--- src/rtl/phase_sequencer_if.sv ---
// rtl/phase_sequencer_if.sv - control/status bundle between front panel, control and phase_sequencer
//
// Signals:
//   exec        run/stop button level (asynchronous)
//   step        single-step button level (asynchronous)
//   halt        decoded halt instruction, only meaningful in P5
//   stall       freeze current phase
//   phase       current phase, 0 idle/halted, 1..5 = P1..P5
//   ir_e        instruction-register load strobe
//   pc_e        program-counter advance strobe
//   running     high in P1..P5
//   halted      high in HALT
//   instr_count retired-instruction counter
// Modports: master drives the control inputs, slave is the sequencer.
interface phase_sequencer_if;
    logic        exec;
    logic        step;
    logic        halt;
    logic        stall;
    logic [2:0]  phase;
    logic        ir_e;
    logic        pc_e;
    logic        running;
    logic        halted;
    logic [15:0] instr_count;

    modport master (
        output exec, step, halt, stall,
        input  phase, ir_e, pc_e, running, halted, instr_count
    );

    modport slave (
        input  exec, step, halt, stall,
        output phase, ir_e, pc_e, running, halted, instr_count
    );
endinterface

--- src/rtl/phase_sequencer.sv ---
// rtl/phase_sequencer.sv - five-phase instruction sequencer with run/stop, halt and stall control
//
// Ports:
//   clk  system clock, all state on the rising edge
//   rst  asynchronous active-low reset
//   bus  phase_sequencer_if.slave: exec/step/halt/stall in,
//        phase/ir_e/pc_e/running/halted/instr_count out
// Build option: STEP_MODE_EN adds the single-step button path; without it
// the step input is accepted but ignored.
module phase_sequencer (
    input  logic             clk,
    input  logic             rst,
    phase_sequencer_if.slave bus
);
    typedef enum logic [2:0] {
        IDLE = 3'd0,
        P1   = 3'd1,
        P2   = 3'd2,
        P3   = 3'd3,
        P4   = 3'd4,
        P5   = 3'd5,
        HALT = 3'd6
    } state_t;

    state_t      state;
    state_t      state_nxt;
    logic        stop_req;
    logic        stop_nxt;
    logic        exec_s1;
    logic        exec_s2;
    logic        exec_s3;
    logic        exec_pulse;
    logic        step_start;
    logic        step_end;
    logic        start_exec;
    logic        start_step;
    logic        to_rest;
    logic        retire;
    logic        in_run;
    logic [2:0]  phase_q;
    logic        running_q;
    logic        halted_q;
    logic [15:0] instr_count_q;

    // Two-flop synchronizer, then exec_s3 holds the previous synchronized
    // level so the pulse is one cycle wide and appears after the 2nd edge.
    always_ff @(posedge clk or negedge rst) begin
        if (!rst) begin
            exec_s1 <= 1'b0;
            exec_s2 <= 1'b0;
            exec_s3 <= 1'b0;
        end else begin
            exec_s1 <= bus.exec;
            exec_s2 <= exec_s1;
            exec_s3 <= exec_s2;
        end
    end

    assign exec_pulse = exec_s2 & ~exec_s3;

`ifdef STEP_MODE_EN
    logic step_s1;
    logic step_s2;
    logic step_s3;
    logic step_req;

    // step_req marks an instruction started by the step button, so it
    // returns to IDLE at the end of P5 instead of looping.
    always_ff @(posedge clk or negedge rst) begin
        if (!rst) begin
            step_s1  <= 1'b0;
            step_s2  <= 1'b0;
            step_s3  <= 1'b0;
            step_req <= 1'b0;
        end else begin
            step_s1 <= bus.step;
            step_s2 <= step_s1;
            step_s3 <= step_s2;
            if (start_exec || to_rest) begin
                step_req <= 1'b0;
            end else if (start_step) begin
                step_req <= 1'b1;
            end
        end
    end

    assign step_start = step_s2 & ~step_s3;
    assign step_end   = step_req;
`else
    logic unused_step;
    assign unused_step = bus.step;
    assign step_start  = 1'b0;
    assign step_end    = 1'b0;
`endif

    assign in_run = (state != IDLE) && (state != HALT);

    always_comb begin
        state_nxt  = state;
        stop_nxt   = stop_req;
        start_exec = 1'b0;
        start_step = 1'b0;
        to_rest    = 1'b0;
        retire     = 1'b0;
        case (state)
            IDLE, HALT: begin
                if (exec_pulse) begin
                    state_nxt  = P1;
                    start_exec = 1'b1;
                end else if (step_start) begin
                    state_nxt  = P1;
                    start_step = 1'b1;
                end
            end
            P1: if (!bus.stall) state_nxt = P2;
            P2: if (!bus.stall) state_nxt = P3;
            P3: if (!bus.stall) state_nxt = P4;
            P4: if (!bus.stall) state_nxt = P5;
            P5: begin
                if (!bus.stall) begin
                    retire = 1'b1;
                    // halt wins over a pending stop request
                    if (bus.halt) begin
                        state_nxt = HALT;
                        to_rest   = 1'b1;
                    end else if (stop_req || exec_pulse || step_end) begin
                        state_nxt = IDLE;
                        to_rest   = 1'b1;
                    end else begin
                        state_nxt = P1;
                    end
                end
            end
            default: begin
                state_nxt = IDLE;
                to_rest   = 1'b1;
            end
        endcase

        if (start_exec || start_step || to_rest) begin
            stop_nxt = 1'b0;
        end else if (exec_pulse && in_run) begin
            stop_nxt = 1'b1;
        end
    end

    // Status outputs are registered from the next state so they line up
    // with the state register.
    always_ff @(posedge clk or negedge rst) begin
        if (!rst) begin
            state         <= IDLE;
            stop_req      <= 1'b0;
            phase_q       <= 3'd0;
            running_q     <= 1'b0;
            halted_q      <= 1'b0;
            instr_count_q <= 16'd0;
        end else begin
            state         <= state_nxt;
            stop_req      <= stop_nxt;
            phase_q       <= (state_nxt == HALT) ? 3'd0 : 3'(state_nxt);
            running_q     <= (state_nxt != IDLE) && (state_nxt != HALT);
            halted_q      <= (state_nxt == HALT);
            instr_count_q <= instr_count_q + {15'd0, retire};
        end
    end

    // Strobes depend only on the state register and stall, never on the
    // asynchronous buttons.
    assign bus.ir_e        = (state == P1) && !bus.stall;
    assign bus.pc_e        = (state == P5) && !bus.stall;
    assign bus.phase       = phase_q;
    assign bus.running     = running_q;
    assign bus.halted      = halted_q;
    assign bus.instr_count = instr_count_q;
endmodule

--- src/flat_wrapper.sv ---
// flat-port wrapper written by rule: the top's interface ports become plain ports
module phase_sequencer_flat 
  (clk, rst, bus_exec, bus_step, bus_halt, bus_stall, bus_phase, bus_ir_e, bus_pc_e, bus_running, bus_halted, bus_instr_count);
  phase_sequencer_if bus_i ();
  input  logic clk;
  input  logic rst;
  input wire logic [$bits(bus_i.exec)-1:0] bus_exec;
  input wire logic [$bits(bus_i.step)-1:0] bus_step;
  input wire logic [$bits(bus_i.halt)-1:0] bus_halt;
  input wire logic [$bits(bus_i.stall)-1:0] bus_stall;
  output wire logic [$bits(bus_i.phase)-1:0] bus_phase;
  output wire logic [$bits(bus_i.ir_e)-1:0] bus_ir_e;
  output wire logic [$bits(bus_i.pc_e)-1:0] bus_pc_e;
  output wire logic [$bits(bus_i.running)-1:0] bus_running;
  output wire logic [$bits(bus_i.halted)-1:0] bus_halted;
  output wire logic [$bits(bus_i.instr_count)-1:0] bus_instr_count;
  assign bus_i.exec = bus_exec;
  assign bus_i.step = bus_step;
  assign bus_i.halt = bus_halt;
  assign bus_i.stall = bus_stall;
  assign bus_phase = bus_i.phase;
  assign bus_ir_e = bus_i.ir_e;
  assign bus_pc_e = bus_i.pc_e;
  assign bus_running = bus_i.running;
  assign bus_halted = bus_i.halted;
  assign bus_instr_count = bus_i.instr_count;
  phase_sequencer u_core (.clk(clk), .rst(rst), .bus(bus_i));
endmodule
--- config.mk ---
export PLATFORM = sky130hd
export DESIGN_NAME = phase_sequencer_flat
export DESIGN_NICKNAME = d
export VERILOG_FILES = /design/src/rtl/phase_sequencer_if.sv /design/src/rtl/phase_sequencer.sv /design/src/flat_wrapper.sv
export SDC_FILE = /design/constraint.sdc
export NUM_CORES = 1
export LEC_CHECK = 0
export CAP_MARGIN = 15
export CORE_AREA = 2 2 55 51
export DETAILED_ROUTE_END_ITERATION = 10
export DIE_AREA = 0 0 57 53
export MAX_ROUTING_LAYER = met4
export PLACE_DENSITY = 0.77
export SLEW_MARGIN = 0
export SYNTH_ARGS = -nofsm -noshare
export SYNTH_HDL_FRONTEND = slang
export SYNTH_SLANG_ARGS = --single-unit
--- constraint.sdc ---
create_clock -name clk -period 4.5 [get_ports clk]
set_clock_uncertainty 0.15 [all_clocks]
set_input_delay 0.9 -clock clk [delete_from_list [all_inputs] [get_ports clk]]
set_output_delay 0.9 -clock clk [all_outputs]
set_load 0.03 [all_outputs]
Word-level counts from Yosys, hierarchy flattened:

Cells that the tools add are included.

* $add $sub $neg: 1
* equal/unequal tests: 9
* multiplexer cells: 20
* bitwise gates (word level): 2
* reduce and logical (&&, ||, !) cells: 14

Operator list (number)
* two-way mux 3 bit: 8
* case mux 3 bit (6 select lines): 1
* adder 16 x 1 -> 16 bit: 1
* equality test 3 bit, second input constant: 4
* two-way mux 1 bit: 10
* equality test 3 x 2 -> 1 bit, second input constant: 2
* != test 3 bit, second input constant: 2
* nonzero test 3 bit: 2
* OR reduction 6 bit: 1
* logical AND 1 bit: 5
* equality test 3 x 1 -> 1 bit, second input constant: 1
* logical NOT 3 bit: 1
* logical OR 1 bit: 2
* case mux 1 bit (2 select lines): 1
* nonzero test 2 bit: 1
* OR reduction 2 bit: 1
* bitwise AND 1 bit: 1
* logical NOT 1 bit: 1
* inverter 1 bit: 1

* register bits: 28
* output and inout bits: 23
* logic and storage cells: 55

Logic depth before layout (Yosys ltp):

Gate-level depths: netlist of the first run.

* depth after elaboration: 9
* gate-level depth with buffers: 8
* gate-level depth less buffers: 7

Worst setup path after synthesis of the first run:

OpenSTA, ideal clock, no wires.

* kind: input -> register
* start: input bus_stall
* end: register u_core.instr_count_q[10] (netlist: u_core.bus.instr_count[10])
* library setup time: 133 ps
* data arrival time: 2783 ps
* required time: 4217 ps
* setup slack: 1434 ps
* stages: 7
* path buffers: 0
* cell sequence: nand2b_4 nor3_1 ha_1 ha_1 and3_1 nand4_1 xnor2_1

* cells in the longest elaborated chain, start to end: 3

RTL lines
* start, declared: line flat_wrapper.sv:10 `input wire logic [$bits(bus_i.stall)-1:0] bus_stall;`
* two-way mux 1 bit: line phase_sequencer.sv:120 `if (!bus.stall) begin`
* two-way mux 1 bit: line phase_sequencer.sv:105 `case (state)`
* adder 16 x 1 -> 16 bit: line phase_sequencer.sv:163 `instr_count_q <= instr_count_q + {15'd0, retire};`
* end signal, assigned: line phase_sequencer.sv:163
* end, declared: line phase_sequencer.sv:43 `logic [15:0] instr_count_q;`

Every way passes these cells.
A chain may end at the register's enable or synchronous reset.

Final worst setup path of the first run:

* start: input bus_stall
* end: output bus_pc_e

* cells in the longest elaborated chain, start to end: 2

RTL lines
* logical NOT 1 bit
* logical AND 1 bit: line phase_sequencer.sv:170 `assign bus.pc_e = (state == P5) && !bus.stall;`
* end, declared: line flat_wrapper.sv:13 `output wire logic [$bits(bus_i.pc_e)-1:0] bus_pc_e;`

Every way passes these cells.

==> flow_summary.yaml, run 1 <==
floorplanning:
  die_h_um: 53
  dieArea_um2: 3020
  num_rows: 17
  start_util: 0.503
  die_w_um: 57
  boundaryPins: 29
  core_um2: 2420
logic_synthesis:
  syn_nets: 111
  ys_seq_area_frac: 0.575
  syn_area_per_cell_um2: 11.8
  synth_top_area_frac: 0.575
  syn_inst: 103
  ys_top_cells_by_area: "dfrtp_1 57%, xnor2_1 7.9%, nand2_1 3.1%"
  synth_area_leader_cell: "dfrtp_1"
  synth_cell_types: 32
  synth_seq_cells: 28
  yosys_warnings: 0
  synthesis.area_um2: 1220
setup_path:
  path_buf_inv: 2
  slowest_delay_ns: 0.74
  worstPathArrival_ns: 2.59
  crit_top_cell: "clkdlybuf4s50_1"
  worstPathMaxFanout: 5
  slowest_stage: "clkdlybuf4s50_1"
  crit_path_cell_trace: "clkdlybuf4s50_1 -> nand2b_4 -> nor3_1 -> clkdlybuf4s50_1"
  start_kind: "primary input"
  crit_type: "primary input to primary output"
  cp.required_ns: 3.45
  crit_path_end_kind: "primary output"
  cpLargestDelayFamily: "buffers and inverters"
grt:
  overflow: 0
  grt_pass1_vias: 847
  antenna_found_initial: 0
  grt_max_degree: 29
  track_usage: 0.169
  grt_pass1_wl_um: 3680
power:
  power.share.sequential: 0.427
  pwr-share-comb: 0.385
  p_int_uw: 532
  swShare: 0.382
  power_uw: 861
  p_leak_uw: 0.000692
  peakVddDrop_uv: 437
  p_sw_uw: 329
  powerDensity_nw_per_um2: 551
  clockPowerShare: 0.188
clocking:
  clk_path_buf_depth: 2
  root_buffer: "clkbuf_4"
  cts_tree: "done"
  htree_levels: 1
  clock-sinks: 28
  cts.repair.resized: 0
  holdBufCountCts: 0
  clkTransAtPathRegs_ns: 0.14
  numCtsBuffers: 3
  insertion_delay_ns: 0.33
  post_cts_buffers: 0
timing:
  tns_ns: 0
  post-route-period-util: 0.810
  slew-limit-headroom: 0.679
  worstMarginPinSlew_ns: 0.481
  setup_viol: 0
  fin_crit_ns: 3.64
  max_freq_ghz: 0.274
  setup_ws_ns: 0.857
  slew_violations: 0
  hold_viol: 0
  rsz0062_at_grt: "false"
detailed_routing:
  drt_iter0_markers: 10
  vias: 842
  drt-total-wl_um: 2160
  drcViolationCount: 0
  drtAntennaViolNets: 0
  dr.pass1.iters: 4
  wl_per_cell_um: 13.4
  post_drt_via_cell_ratio: 5.23
flow_run:
  drv_cap: 0
finish:
  n_antenna_cell: 0
  drive_above_1_share: 0.113
  instances_no_fill: 161
  fillCellCount: 204
  syn2layout_area_growth_pct: 28.1
  final_cell_mix: "28 x dfrtp_1, 27 x clkdlybuf4s50_1, 11 x xnor2_1, 10 x nand2_1, 6 x nand3_1"
  final_common_cell: "dfrtp_1"
  nNetsFinal: 142
placement:
  io_buffers: 27
  gp_congestion: 0.798
  hpwl_um: 1610
  dp_slack_ns: 0.879
  place_inst: 157
status:
  status: "completed"
worst_hold_path:
  hp-class: "flop to flop"
==> sequential cells by signal, indices dropped and copies added (netlist names) <==
name / count
u_core.exec_s3: 1
u_core.bus.running: 1
u_core.bus.instr_count: 16
u_core.stop_req: 1
u_core.exec_s1: 1
u_core.bus.phase: 3
u_core.bus.halted: 1
u_core.state: 3
u_core.exec_s2: 1
==> synth_stat cells <==
master,number
dfrtp_1,28
xnor2_1,11
nand2_1,10
nand3_1,6
inv_1,5
a21oi_1,4
nor2_1,4
xor2_1,4
nand4_1,3
nor3_1,3
and3_1,2
buf_6,2
ha_1,2
a21oi_2,1
a21oi_4,1
a221oi_1,1
and2_1,1
and4_1,1
inv_2,1
nand2b_1,1
nand2b_4,1
nand4bb_1,1
nor2_2,1
nor2_4,1
nor2b_2,1
nor3b_2,1
nor4_1,1
o21ai_0,1
o21ai_2,1
o22ai_1,1
o2bb2ai_2,1
o31ai_1,1
==> power groups by stage <==
stage	Combinational, uW	Clock (uW)	Sequential, uW
3_3_place_gp	319	0	371
4_1_cts	335	168	369
3_5_place_dp	335	0	373
5_1_grt	360	175	377
2_1_floorplan	182	0	417
6_report	332	161	367
==> routing by layer <==
layer  GRT usage  wire length, um
met5           -                0
met4      0.0465               10
met2       0.297             1090
met1       0.180              935
met3      0.0660              117
==> final timing paths <==
check | from | end | slack [ns] | depth (start not counted)
setup reg to reg | u_core.state[2]$_DFF_PN0_ | u_core.bus.instr_count[10]$_DFF_PN0_ | 2.20 | 7
setup / recovery | bus_stall | bus_pc_e | 0.86 | 4
hold reg to reg | u_core.exec_s1$_DFF_PN0_ | u_core.exec_s2$_DFF_PN0_ | 0.23 | 0
min in group asynchronous | rst | u_core.state[2]$_DFF_PN0_ | 0.78 | 2
hold / removal | u_core.exec_s1$_DFF_PN0_ | u_core.exec_s2$_DFF_PN0_ | 0.23 | 0
max in group asynchronous | rst | u_core.bus.phase[1]$_DFF_PN0_ | 3.17 | 2
==> cell type report <==
class | instances | area (um2) | share of cell area
flip-flops and latches | 28 | 701 | 0.449
inverters | 6 | 22.5 | 0.0144
repair buffers | 28 | 278 | 0.178
well taps | 28 | 35.0 | 0.0224
multi-input cells | 67 | 473 | 0.303
clock inverters | 1 | 30.0 | 0.0192
clock buffers | 3 | 22.5 | 0.0144
==> kinds of logic (layout without fill, tap and decap cells) <==
family | after synthesis | count (layout) | synth area share
and+or+nand+nor | 38 | 38 | 0.181
adders and majority gates | 2 | 2 | 0.0205
DFF | 28 | 28 | 0.575
buffers and inverters | 8 | 38 | 0.0370
xor gates and xnor gates | 15 | 15 | 0.108
AOI/OAI and AO/OA | 12 | 12 | 0.0791
==> metrics by stage <==
step           hold slack (ns)  area (um2)   util
3_5_place_dp             0.207        1510  0.622
4_1_cts                  0.247        1560  0.644
6_report                 0.235        1560  0.644
2_1_floorplan            0.181        1220      -
3_3_place_gp             0.190        1510  0.622
5_1_grt                  0.251        1560  0.644
No activity file was read; power rests on OpenSTA's default activity.
==> run 2: changes to the inputs <==
--- a/config.mk
+++ b/config.mk
@@ -6,11 +6,11 @@
 export NUM_CORES = 1
 export LEC_CHECK = 0
 export CAP_MARGIN = 15
-export CORE_AREA = 2 2 55 51
+export CORE_AREA = 2 2 60 56
 export DETAILED_ROUTE_END_ITERATION = 10
-export DIE_AREA = 0 0 57 53
+export DIE_AREA = 0 0 62 58
 export MAX_ROUTING_LAYER = met4
-export PLACE_DENSITY = 0.77
+export PLACE_DENSITY = 0.68
 export SLEW_MARGIN = 0
 export SYNTH_ARGS = -nofsm -noshare
 export SYNTH_HDL_FRONTEND = slang
==> constraint.sdc (replaced) <==
create_clock -name clk -period 3.1 [get_ports clk]
set_clock_uncertainty 0.15 [all_clocks]
set_input_delay 0.62 -clock clk [delete_from_list [all_inputs] [get_ports clk]]
set_output_delay 0.62 -clock clk [all_outputs]
set_load 0.03 [all_outputs]
==> flow_summary.yaml, run 2 (synthesis results as in run 1) <==
flow_run:
  drv_cap: 0
timing:
  post-route-period-util: 0.959
  max_freq_ghz: 0.336
  slew-limit-headroom: 0.701
  tns_ns: 0
  rsz0062_at_grt: "false"
  setup_viol: 0
  fin_crit_ns: 2.97
  hold_viol: 0
  slew_violations: 0
  worstMarginPinSlew_ns: 0.449
floorplanning:
  die_h_um: 58
  dieArea_um2: 3600
  num_rows: 19
  boundaryPins: 29
  core_um2: 2970
  start_util: 0.410
  die_w_um: 62
finish:
  drive_above_1_share: 0.132
  final_cell_mix: "28 x dfrtp_1, 27 x clkdlybuf4s50_1, 11 x xnor2_1, 10 x nand2_1, 6 x nand3_1"
  syn2layout_area_growth_pct: 31.4
  multiInputGateArea_um2: 473
  final_area_um2: 1600
  n_antenna_cell: 0
  ff_latch_area_um2: 701
  final_common_cell: "dfrtp_1"
  largest_reg_flops: 16
  fillCellCount: 252
  nNetsFinal: 145
clocking:
  holdBufCountCts: 0
  cts.repair.resized: 0
  post_cts_buffers: 0
  htree_levels: 1
  cts_tree: "done"
  clk_path_buf_depth: 2
  numCtsBuffers: 3
  clkTransAtPathRegs_ns: 0.15
  clock-sinks: 28
  insertion_delay_ns: 0.33
  root_buffer: "clkbuf_4"
setup_path:
  worstReg2RegEnd: "u_core.bus.instr_count[10]$_DFF_PN0_"
  worstPathArrival_ns: 2.20
  crit_path_start: "bus_stall"
  worstPathMaxFanout: 5
  rr_startpoint: "u_core.state[2]$_DFF_PN0_"
  ff2ff_setup_slack_ns: 0.79
  start_kind: "primary input"
  crit_path_end_kind: "primary output"
  crit_type: "primary input to primary output"
  reg2regPathDepth: 8
  cp.required_ns: 2.33
power:
  peakVddDrop_uv: 344
  powerDensity_nw_per_um2: 779
  p_leak_uw: 0.000707
grt:
  track_usage: 0.142
  grt_max_degree: 29
  grt_pass1_vias: 792
  grt_pass1_wl_um: 3640
  antenna_found_initial: 0
  overflow: 0
detailed_routing:
  wl_per_cell_um: 12.0
  drtAntennaViolNets: 0
  drt_iter0_markers: 46
  dr.pass1.iters: 5
  drcViolationCount: 0
  drt-total-wl_um: 2140
  post_drt_via_cell_ratio: 4.81
  vias: 857
placement:
  place_area_um2: 1550
  io_buffers: 27
  gp_congestion: 0.790
  hpwl_um: 1600
worst_hold_path:
  hold_end: "u_core.exec_s2$_DFF_PN0_"
  hp-class: "flop to flop"
  hold_depth: 0
  min-delay-start: "u_core.exec_s1$_DFF_PN0_"
status:
  status: "completed"
## run 2: through the flow
stage	power [uW]	util	setup slack, ns	cells	hold slack (ns)
finish	1250	0.539	0.127	178	0.220
global route	1330	0.539	0.0745	178	0.242
CTS	1260	0.539	0.137	178	0.223
detailed placement	1030	0.521	0.152	174	0.189
global placement	1010	0.521	0.176	174	0.182
floorplan	869	-	0.314	103	0.174
## run 2: power by group
| part | internal, uW | total (uW) | switching (uW) |
|---|---|---|---|
| clock network | 131 | 235 | 104 |
| logic | 201 | 478 | 277 |
| registers | 443 | 534 | 91.0 |
## run 2: area by class of cell
cell class | count | share of cell area
clock buffers | 3 | 0.0141
repair buffers | 31 | 0.187
flip-flops and latches | 28 | 0.437
multi-input cells | 67 | 0.295
inverters | 6 | 0.0141
clock inverters | 1 | 0.0187
well taps | 42 | 0.0328
## run 2: critical path, stage by stage
cell	delay (ns)
clkdlybuf4s50_1	0.43
nand2b_4	0.18
nor3_1	0.24
clkdlybuf4s50_1	0.73
## run 2: layer usage
layer	vias up	part of all wire	global-route usage
li1	416	-	-
met1	421	0.47	0.197
met2	16	0.48	0.202
met3	4	0.023	0.0268
met4	0	0.021	0.0638
met5	-	0	-
## run 2: how the worst max path moves through the flow
stage / cells past startpoint / slack (ns) / end
global placement: 4 / 0.18 / bus_pc_e
floorplan: 7 / 0.31 / u_core.bus.instr_count[10]$_DFF_PN0_
global route: 4 / 0.07 / bus_pc_e
CTS: 4 / 0.14 / bus_pc_e
finish: 4 / 0.13 / bus_pc_e
detailed placement: 4 / 0.15 / bus_pc_e
